### src/rtl/rect_overlay_draw_if.sv
// Video stream bundle for rect_overlay_draw: input timing/pixel, detector box, delayed output.
// master drives the input stream and box; slave is the overlay itself.
interface rect_overlay_draw_if #(
    parameter int DATA_W = 16
);
    logic              per_frame_vsync;
    logic              per_frame_href;
    logic              per_frame_clken;
    logic [DATA_W-1:0] per_img_data;
    logic              rect_flag;
    logic [9:0]        rect_up;
    logic [9:0]        rect_down;
    logic [9:0]        rect_left;
    logic [9:0]        rect_right;
    logic              post_frame_vsync;
    logic              post_frame_href;
    logic              post_frame_clken;
    logic [DATA_W-1:0] post_img_data;

    modport master (
        output per_frame_vsync, per_frame_href, per_frame_clken, per_img_data,
        output rect_flag, rect_up, rect_down, rect_left, rect_right,
        input  post_frame_vsync, post_frame_href, post_frame_clken, post_img_data
    );

    modport slave (
        input  per_frame_vsync, per_frame_href, per_frame_clken, per_img_data,
        input  rect_flag, rect_up, rect_down, rect_left, rect_right,
        output post_frame_vsync, post_frame_href, post_frame_clken, post_img_data
    );
endinterface

### src/rtl/rect_overlay_draw.sv
// Paints the outline of the detector's bounding box onto the pixel stream, 1-cycle latency.
// Box bounds are captured at frame start so the drawn box never tears mid-frame.
module rect_overlay_draw #(
    parameter int              DATA_W    = 16,
    parameter int              LINE_W    = 2,
    parameter logic [DATA_W-1:0] BOX_COLOR = 16'hF800
) (
    input logic               clk,
    input logic               rst,
    rect_overlay_draw_if.slave bus
);
    localparam logic [9:0]  CNT_MAX = '1;
    localparam logic [10:0] LW      = 11'(LINE_W);

    logic              href_q, vsync_q, armed_q;
    logic              lat_flag_q;
    logic [9:0]        lat_up_q, lat_down_q, lat_left_q, lat_right_q;
    logic [9:0]        x_q, x_d, y_q, y_d;
    logic              post_vsync_q, post_href_q, post_clken_q;
    logic [DATA_W-1:0] post_data_q, post_data_d;

    logic        pix_valid, href_fall, vsync_rise;
    logic [10:0] x_e, y_e, up_e, down_e, left_e, right_e;
    logic        lat_valid, in_cols, in_rows, on_edge, hit;

    assign pix_valid = bus.per_frame_href & bus.per_frame_clken;
    assign href_fall = href_q & ~bus.per_frame_href;
    // armed_q stops a vsync that was already high across a reset from posing as a new frame start.
    assign vsync_rise = armed_q & ~vsync_q & bus.per_frame_vsync;

    // A pixel coinciding with frame start sits on row 0; compare in 11 bits so edges never wrap.
    assign x_e     = {1'b0, x_q};
    assign y_e     = vsync_rise ? 11'd0 : {1'b0, y_q};
    assign up_e    = {1'b0, lat_up_q};
    assign down_e  = {1'b0, lat_down_q};
    assign left_e  = {1'b0, lat_left_q};
    assign right_e = {1'b0, lat_right_q};

    assign lat_valid = lat_flag_q & (lat_up_q <= lat_down_q) & (lat_left_q <= lat_right_q);
    assign in_cols   = (left_e <= x_e) & (x_e <= right_e);
    assign in_rows   = (up_e <= y_e) & (y_e <= down_e);
    assign on_edge   = (x_e < left_e + LW) | (x_e + LW > right_e) |
                       (y_e < up_e + LW)   | (y_e + LW > down_e);
    assign hit       = lat_valid & in_cols & in_rows & on_edge;

    always_comb begin
        // NOTE: every output of this block is defaulted first so no path leaves a latch behind.
        x_d         = x_q;
        y_d         = y_q;
        post_data_d = bus.per_img_data;
        if (href_fall) begin
            x_d = '0;
        end else if (pix_valid && x_q != CNT_MAX) begin
            x_d = x_q + 10'd1;
        end
        if (vsync_rise) begin
            y_d = '0;
        end else if (href_fall && y_q != CNT_MAX) begin
            y_d = y_q + 10'd1;
        end
        if (pix_valid && hit) begin
            post_data_d = BOX_COLOR;
        end
    end

    always_ff @(posedge clk) begin
        // NOTE: non-blocking assignments so every register samples pre-edge values.
        if (rst) begin
            href_q       <= 1'b0;
            vsync_q      <= 1'b0;
            armed_q      <= 1'b0;
            lat_flag_q   <= 1'b0;
            lat_up_q     <= '0;
            lat_down_q   <= '0;
            lat_left_q   <= '0;
            lat_right_q  <= '0;
            x_q          <= '0;
            y_q          <= '0;
            post_vsync_q <= 1'b0;
            post_href_q  <= 1'b0;
            post_clken_q <= 1'b0;
            post_data_q  <= '0;
        end else begin
            href_q  <= bus.per_frame_href;
            vsync_q <= bus.per_frame_vsync;
            if (!bus.per_frame_vsync) begin
                armed_q <= 1'b1;
            end
            if (vsync_rise) begin
                lat_flag_q  <= bus.rect_flag;
                lat_up_q    <= bus.rect_up;
                lat_down_q  <= bus.rect_down;
                lat_left_q  <= bus.rect_left;
                lat_right_q <= bus.rect_right;
            end
            x_q          <= x_d;
            y_q          <= y_d;
            post_vsync_q <= bus.per_frame_vsync;
            post_href_q  <= bus.per_frame_href;
            post_clken_q <= bus.per_frame_clken;
            post_data_q  <= post_data_d;
        end
    end

    assign bus.post_frame_vsync = post_vsync_q;
    assign bus.post_frame_href  = post_href_q;
    assign bus.post_frame_clken = post_clken_q;
    assign bus.post_img_data    = post_data_q;
endmodule
### src/flat_wrapper.sv
// flat-port wrapper written by rule: the top's interface ports become plain ports
module rect_overlay_draw_flat 
#(
    parameter int              DATA_W    = 16,
    parameter int              LINE_W    = 2,
    parameter logic [DATA_W-1:0] BOX_COLOR = 16'hF800
)
  (clk, rst, bus_per_frame_vsync, bus_per_frame_href, bus_per_frame_clken, bus_per_img_data, bus_rect_flag, bus_rect_up, bus_rect_down, bus_rect_left, bus_rect_right, bus_post_frame_vsync, bus_post_frame_href, bus_post_frame_clken, bus_post_img_data);
  rect_overlay_draw_if #(.DATA_W(DATA_W)) bus_i ();
  input logic clk;
  input logic rst;
  input wire logic [$bits(bus_i.per_frame_vsync)-1:0] bus_per_frame_vsync;
  input wire logic [$bits(bus_i.per_frame_href)-1:0] bus_per_frame_href;
  input wire logic [$bits(bus_i.per_frame_clken)-1:0] bus_per_frame_clken;
  input wire logic [$bits(bus_i.per_img_data)-1:0] bus_per_img_data;
  input wire logic [$bits(bus_i.rect_flag)-1:0] bus_rect_flag;
  input wire logic [$bits(bus_i.rect_up)-1:0] bus_rect_up;
  input wire logic [$bits(bus_i.rect_down)-1:0] bus_rect_down;
  input wire logic [$bits(bus_i.rect_left)-1:0] bus_rect_left;
  input wire logic [$bits(bus_i.rect_right)-1:0] bus_rect_right;
  output wire logic [$bits(bus_i.post_frame_vsync)-1:0] bus_post_frame_vsync;
  output wire logic [$bits(bus_i.post_frame_href)-1:0] bus_post_frame_href;
  output wire logic [$bits(bus_i.post_frame_clken)-1:0] bus_post_frame_clken;
  output wire logic [$bits(bus_i.post_img_data)-1:0] bus_post_img_data;
  assign bus_i.per_frame_vsync = bus_per_frame_vsync;
  assign bus_i.per_frame_href = bus_per_frame_href;
  assign bus_i.per_frame_clken = bus_per_frame_clken;
  assign bus_i.per_img_data = bus_per_img_data;
  assign bus_i.rect_flag = bus_rect_flag;
  assign bus_i.rect_up = bus_rect_up;
  assign bus_i.rect_down = bus_rect_down;
  assign bus_i.rect_left = bus_rect_left;
  assign bus_i.rect_right = bus_rect_right;
  assign bus_post_frame_vsync = bus_i.post_frame_vsync;
  assign bus_post_frame_href = bus_i.post_frame_href;
  assign bus_post_frame_clken = bus_i.post_frame_clken;
  assign bus_post_img_data = bus_i.post_img_data;
  rect_overlay_draw #(.DATA_W(DATA_W), .LINE_W(LINE_W), .BOX_COLOR(BOX_COLOR)) u_core (.clk(clk), .rst(rst), .bus(bus_i));
endmodule
### config.mk
export PLATFORM = sky130hd
export DESIGN_NAME = rect_overlay_draw_flat
export DESIGN_NICKNAME = d
export VERILOG_FILES = /design/src/rtl/rect_overlay_draw_if.sv /design/src/rtl/rect_overlay_draw.sv /design/src/flat_wrapper.sv
export SDC_FILE = /design/constraint.sdc
export NUM_CORES = 1
export LEC_CHECK = 0
export BUFFER_PORTS_ARGS = -buffer_cell sky130_fd_sc_hd__buf_2
export CAP_MARGIN = 15
export CORE_AREA = 5 5 126 128
export DETAILED_ROUTE_END_ITERATION = 8
export DIE_AREA = 0 0 131 133
export MAX_ROUTING_LAYER = met4
export PLACE_DENSITY = 0.64
export SYNTH_ARGS = -nofsm -noshare
export SYNTH_HDL_FRONTEND = slang
export SYNTH_SLANG_ARGS = --single-unit
export TNS_END_PERCENT = 10
### constraint.sdc
create_clock -name clk -period 3.3 [get_ports clk]
set_input_delay 0.33 -clock clk [delete_from_list [all_inputs] [get_ports clk]]
set_output_delay 0.33 -clock clk [all_outputs]
set_load 0.01 [all_outputs]
==> Word-level counts from Yosys, hierarchy flattened <==
Index checks and enable logic that the tools add are counted.
{ "totals": {"out_inout_bits": 19, "ff_bits": 81, "inputBits": 62, "wordCells": 55} }
{ "op_classes": {"mux": 2, "bitwise_logic": 16, "n_reduce_logical": 6, "order_cmp": 10, "n_addsub": 6, "n_eq_ne": 2} }
{ "ops": {"columns": ["operator", "n"], "rows": [
  ["10-bit <= comparator", 4],
  ["10-bit by 2-bit adder with 11-bit output, second input constant", 3],
  ["11-bit by 10-bit > comparator with 1-bit output", 2],
  ["10-bit by 1-bit adder with 10-bit output, second input constant", 2],
  ["10-bit inequality test, second input constant", 2],
  ["16-bit two-way mux", 1],
  ["11-bit by 2-bit adder with 11-bit output, second input constant", 1],
  ["1-bit bitwise AND", 11],
  ["10-bit by 11-bit <= comparator with 1-bit output", 1],
  ["11-bit by 10-bit <= comparator with 1-bit output", 1],
  ["10-bit by 11-bit less-than comparator with 1-bit output", 1],
  ["11-bit less-than comparator", 1],
  ["10-bit two-way mux", 1],
  ["2-bit OR reduction", 3],
  ["1-bit logical AND", 3],
  ["1-bit OR", 3],
  ["1-bit NOT", 2]
]} }

==> Longest topological paths before layout <==
{ "logic_depth": {"word_depth": 10, "ltp_mapped": 15, "depth_no_buf": 14} }

==> Least setup slack after synthesis <==
No wires, ideal clock.
{ "synth_timing": {"path_kind": "register to register", "startpoint": "register u_core.vsync_q", "endpoint": "register u_core.post_data_q[10] (netlist: u_core.bus.post_img_data[10])", "synth_period_minus_slack_ns": 3.345, "path_buffers": 2, "setup_ns": 0.066, "required_ns": 3.234, "path_stages_with_launch": 14, "t_arrival_ns": 3.279, "setup_slack_ns": -0.045, "cell_sequence": "dfxtp_1 -> nand3b_1 -> clkbuf_1 -> and2_1 -> ha_1 -> xnor2_1 -> ha_1 -> and4_1 -> a2111o_1 -> o211ai_1 -> o221ai_1 -> or4_4 -> buf_6 -> a21oi_2"} }
{ "synth_via": {"elab_chain_len": 10, "elab_cells_between_ends": 16, "cone_classes": "1 x add/sub; 4 x order compare; 1 x mux; 8 x bitwise; 2 x reduce/logical"} }
{ "synth_lines": {"columns": ["item", "line", "text"], "rows": [
  ["from (decl)", "rect_overlay_draw.sv:15", "logic href_q, vsync_q, armed_q;"],
  ["from (signal assigned)", "rect_overlay_draw.sv:85", "vsync_q <= bus.per_frame_vsync;"],
  ["1-bit NOT (*)", "rect_overlay_draw.sv:29", "assign vsync_rise = armed_q & ~vsync_q & bus.per_frame_vsync;"],
  ["1-bit bitwise AND (*) (2 in a row)", "rect_overlay_draw.sv:29", null],
  ["10-bit two-way mux (*)", "rect_overlay_draw.sv:33", "assign y_e = vsync_rise ? 11'd0 : {1'b0, y_q};"],
  ["11-bit by 2-bit adder with 11-bit output (tied with other cells)", "rect_overlay_draw.sv:43", "(y_e < up_e + LW) | (y_e + LW > down_e);"],
  ["11-bit by 10-bit > comparator with 1-bit output (tied with other cells)", "rect_overlay_draw.sv:43", null],
  ["1-bit OR or 1-bit bitwise AND (tied branches)", "rect_overlay_draw.sv:43, rect_overlay_draw.sv:44", null],
  ["1-bit bitwise AND (*)", "rect_overlay_draw.sv:44", "assign hit = lat_valid & in_cols & in_rows & on_edge;"],
  ["1-bit logical AND (*)", "rect_overlay_draw.sv:61", "if (pix_valid && hit) begin"],
  ["2-bit OR reduction (no line) (*)", null, null],
  ["to (signal assigned)", "rect_overlay_draw.sv:101", "post_data_q <= post_data_d;"],
  ["to (decl)", "rect_overlay_draw.sv:20", "logic [DATA_W-1:0] post_data_q, post_data_d;"]
]} }
Every way passes the cells marked *; elsewhere a longest branch is shown, timed or not.
A chain may end at the register's enable or synchronous reset.

==> Final worst setup path <==
{ "layout_timing": {"startpoint": "register u_core.vsync_q", "endpoint": "register u_core.post_data_q[5] (netlist: u_core.bus.post_img_data[5])"} }
The elaborated chain is that of the path after synthesis.

==> metrics.md <==
| Metric | Value |
|---|---|
| Required time of the critical path | `3580 ps` |
| Cell Area, Synth | `0.00583 mm^2` |
| Met3 WL | `920 um` |
| Yosys reg bits | `81` |
| Final setup margin | `189 ps` |
| Via count | `5158` |
| Drt total wl | `14.6 mm` |
| Final min period | `3110 ps` |
| Metal2 WL | `5.96 mm` |
| Final Non-Filler Cells | `998` |
| Top_reg_cell synth | `dfxtp_1` |
| Initial drt markers | `217` |
| Peak Freq | `321 MHz` |
| Number of max-cap violations | `0` |
| Max-slew violations | `0` |
| CP Cell Sequence | `nand3b_1 > nand2_1 > inv_1 > ha_2 > xnor2_2 > ha_1 > and4_1 > a2111o_1 > o211ai_1 > o221ai_2 > or4_4 > a21oi_2` |
| DIE HEIGHT | `133 um` |
| Crit path capture type | `flop` |
| Wire per inst | `14.6 um` |
| Count leader, synth | `nand2_1` |
| Final hold viol count | `0` |
| Buffers & Inverters on Critical Path | `1` |
| Synth area leaders | `dfxtp_1 (28%), ha_1 (23%), nand2_1 (7.7%), a21oi_1 (6.1%), inv_1 (3.3%)` |
| Slowest CP cell | `or4_4` |
| Antenna Cells | `0` |
| Syn Nets | `879` |
| Met1 WL | `7.48 mm` |
| CTS tree | `yes` |
| Area delta synth->final | `18.4%` |
| IO Port Bufs | `80` |
| Gate count after technology mapping | `712` |
| Htree depth | `3` |
| Status | `finished, final reports clean` |
| Worst-path clk slew | `60 ps` |
| Worst path max stage delay | `520 ps` |
| Crit path DAT | `3390 ps` |
| Clock root buffer | `clkbuf_16` |
| Post-synth EDFFs | `0` |
| PD cells | `350 mW/mm^2` |
| TritonCTS buffer count | `9` |
| Commonest cells in the netlist | `nand2_1 (119), ha_1 (105), dfxtp_1 (81)` |
| Initial antenna violation count | `0` |
| DR vias/cell | `5.17` |
| Crit path kind | `reg2reg` |
| VDD IR-drop max | `0.000239 V` |
| Synthesized area per cell | `8.19 um^2` |
| Final worst-path cycle share | `94.3%` |
| Clock skew | `5.38 ps` |
| Asr flop ratio synth | `0%` |
| Clock tree buffer depth | `2` |
| Seq/Total Area, Yosys | `27.8%` |
| Yosys cell types | `50` |
| Clock sink count | `81` |
| Total GRT Usage | `17.2%` |
| Leakage | `3.10 nW` |
| DRC | `0` |
| FP Rows | `45` |
| First drt pass iteration count | `4` |
| Critical path's top delay family | `simple AND/OR/NAND/NOR gates` |
| Setup-failing EPs final | `0` |
| Largest net degree at the start of global routing | `47` |
| Worst-Margin Slew | `617 ps` |
| Hold crit path type | `in2reg` |
| Global route overflow | `0` |
| Worst skew pair latency | `340 ps` |
| Pre-CTS setup slack | `-16.3 ps` |
| Die Wd | `131 um` |
| Routed Antenna Nets | `0` |
| Initial Utilization | `39.5%` |
| Startpoint Class | `flop` |
| Worst rel slew slack | `58.3%` |
| R2R setup slack | `190 ps` |
| DP Wirelength | `11.6 mm` |
| YS warnings | `0` |
| Placed insts | `982` |
| Worst Path Max Fanout | `6` |
| Top cell type's share of synthesized area | `27.8%` |
| Nets | `973` |
| CORE AREA | `0.0148 mm^2` |
| Top sig layer | `met4` |
| Die ar. | `0.0174 mm^2` |
| Layout cells sized above 1 | `18.5%` |
| GP Congestion | `0.957` |
| # IOs | `81` |
| Dominant cell type by area after synthesis | `dfxtp_1` |
| Vias in the first global route | `4842` |
| First-pass GRT wire length | `23.3 mm` |
per-stage QoR:
step | area, um^2 | hold WS (ps) | util (%) | setup TNS (ps) | total power [mW]
5_1_grt | 6910 | 209 | 46.8 | -7.76 | 2.53
3_3_place_gp | 6580 | 443 | 44.6 | -7.92 | 1.45
2_1_floorplan | 5850 | 426 | - | 0 | 1.31
4_1_cts | 6860 | 199 | 46.5 | 0 | 2.44
6_report | 6910 | 209 | 46.8 | 0 | 2.41
3_5_place_dp | 6580 | 447 | 44.6 | -65.8 | 1.45
power by group:
part	total (mW)	internal (mW)	leakage [nW]	switching, mW
Combinational	0.394	0.177	2.31	0.217
Sequential	1.04	1.01	0.661	0.0263
Clock	0.982	0.580	0.131	0.402
Total	2.41	1.77	3.10	0.645
worst register-to-register path: stages, from the launching register on:
cell and delay (ps):
dfxtp_1 310, nand3b_1 270, nand2_1 140, inv_1 70
ha_2 210, xnor2_2 140, ha_1 280, and4_1 170
a2111o_1 400, o211ai_1 220, o221ai_2 170, or4_4 520
a21oi_2 160
worst paths after layout:
check	startpoint	to	cells after the start
max reg2reg	u_core.vsync_q$_SDFF_PP0_	u_core.bus.post_img_data[5]$_SDFF_PP0_	12
max	u_core.vsync_q$_SDFF_PP0_	u_core.bus.post_img_data[5]$_SDFF_PP0_	12
min reg2reg	u_core.lat_right_q[9]$_SDFFE_PP0P_	u_core.lat_right_q[9]$_SDFFE_PP0P_	2
min	bus_per_frame_vsync	u_core.armed_q$_SDFFE_PP0N_	2
timing repair:
item / in CTS / in global routing
setup buffers: 0 / 0
hold buffers: 0 / 0
endpoints found under the setup margin: 0 / 16
gates resized for setup: 0 / 8
area by class of cell:
| class | instances | area (um^2) |
|---|---|---|
| multi-input cells | 557 | 3970 |
| clock buffers | 10 | 229 |
| flip-flops and latches | 81 | 1620 |
| repair buffers | 104 | 593 |
| fillers | 1512 | 7850 |
| well taps | 188 | 235 |
| clock inverters | 5 | 57.6 |
| inverters | 53 | 199 |
placed cells by master (no fill, tap or decap), drive strengths merged, types with 19 or more instances in the layout:
cell / count
xor2: 20
xnor2: 21
ha: 105
nor2: 30
a21o: 19
dfxtp: 81
buf: 104
inv: 53
nand3: 27
nand2: 119
a21oi: 81
per-layer routing:
| layer | global-route usage [%] | up-vias |
|---|---|---|
| met5 | - | - |
| met4 | 5.26 | 0 |
| met3 | 3.55 | 16 |
| met2 | 24.3 | 124 |
| met1 | 24.4 | 2308 |
| li1 | - | 2710 |
state kept, by name (all words and copies together), names as in the netlist:
signal                       cells
u_core.lat_left_q               10
u_core.lat_up_q                 10
u_core.lat_right_q              10
u_core.lat_flag_q                1
u_core.lat_down_q               10
u_core.bus.post_img_data        16
u_core.armed_q                   1
u_core.vsync_q                   1
u_core.x_q                      10
u_core.bus.post_frame_clken      1
u_core.href_q                    1
u_core.y_q                      10
cells by family (layout without fill, tap and decap cells):
logic type / Yosys count / after routing / share of synthesized area, %
simple gates: 252 / 253 / 20.8
flops: 81 / 81 / 27.8
compound gates: 157 / 157 / 17.5
mux: 1 / 1 / 0.172
fa+ha+maj: 105 / 105 / 22.5
buf+inv: 75 / 172 / 5.02
xor+xnor: 41 / 41 / 6.16
(Power assumes the default switching activity.)
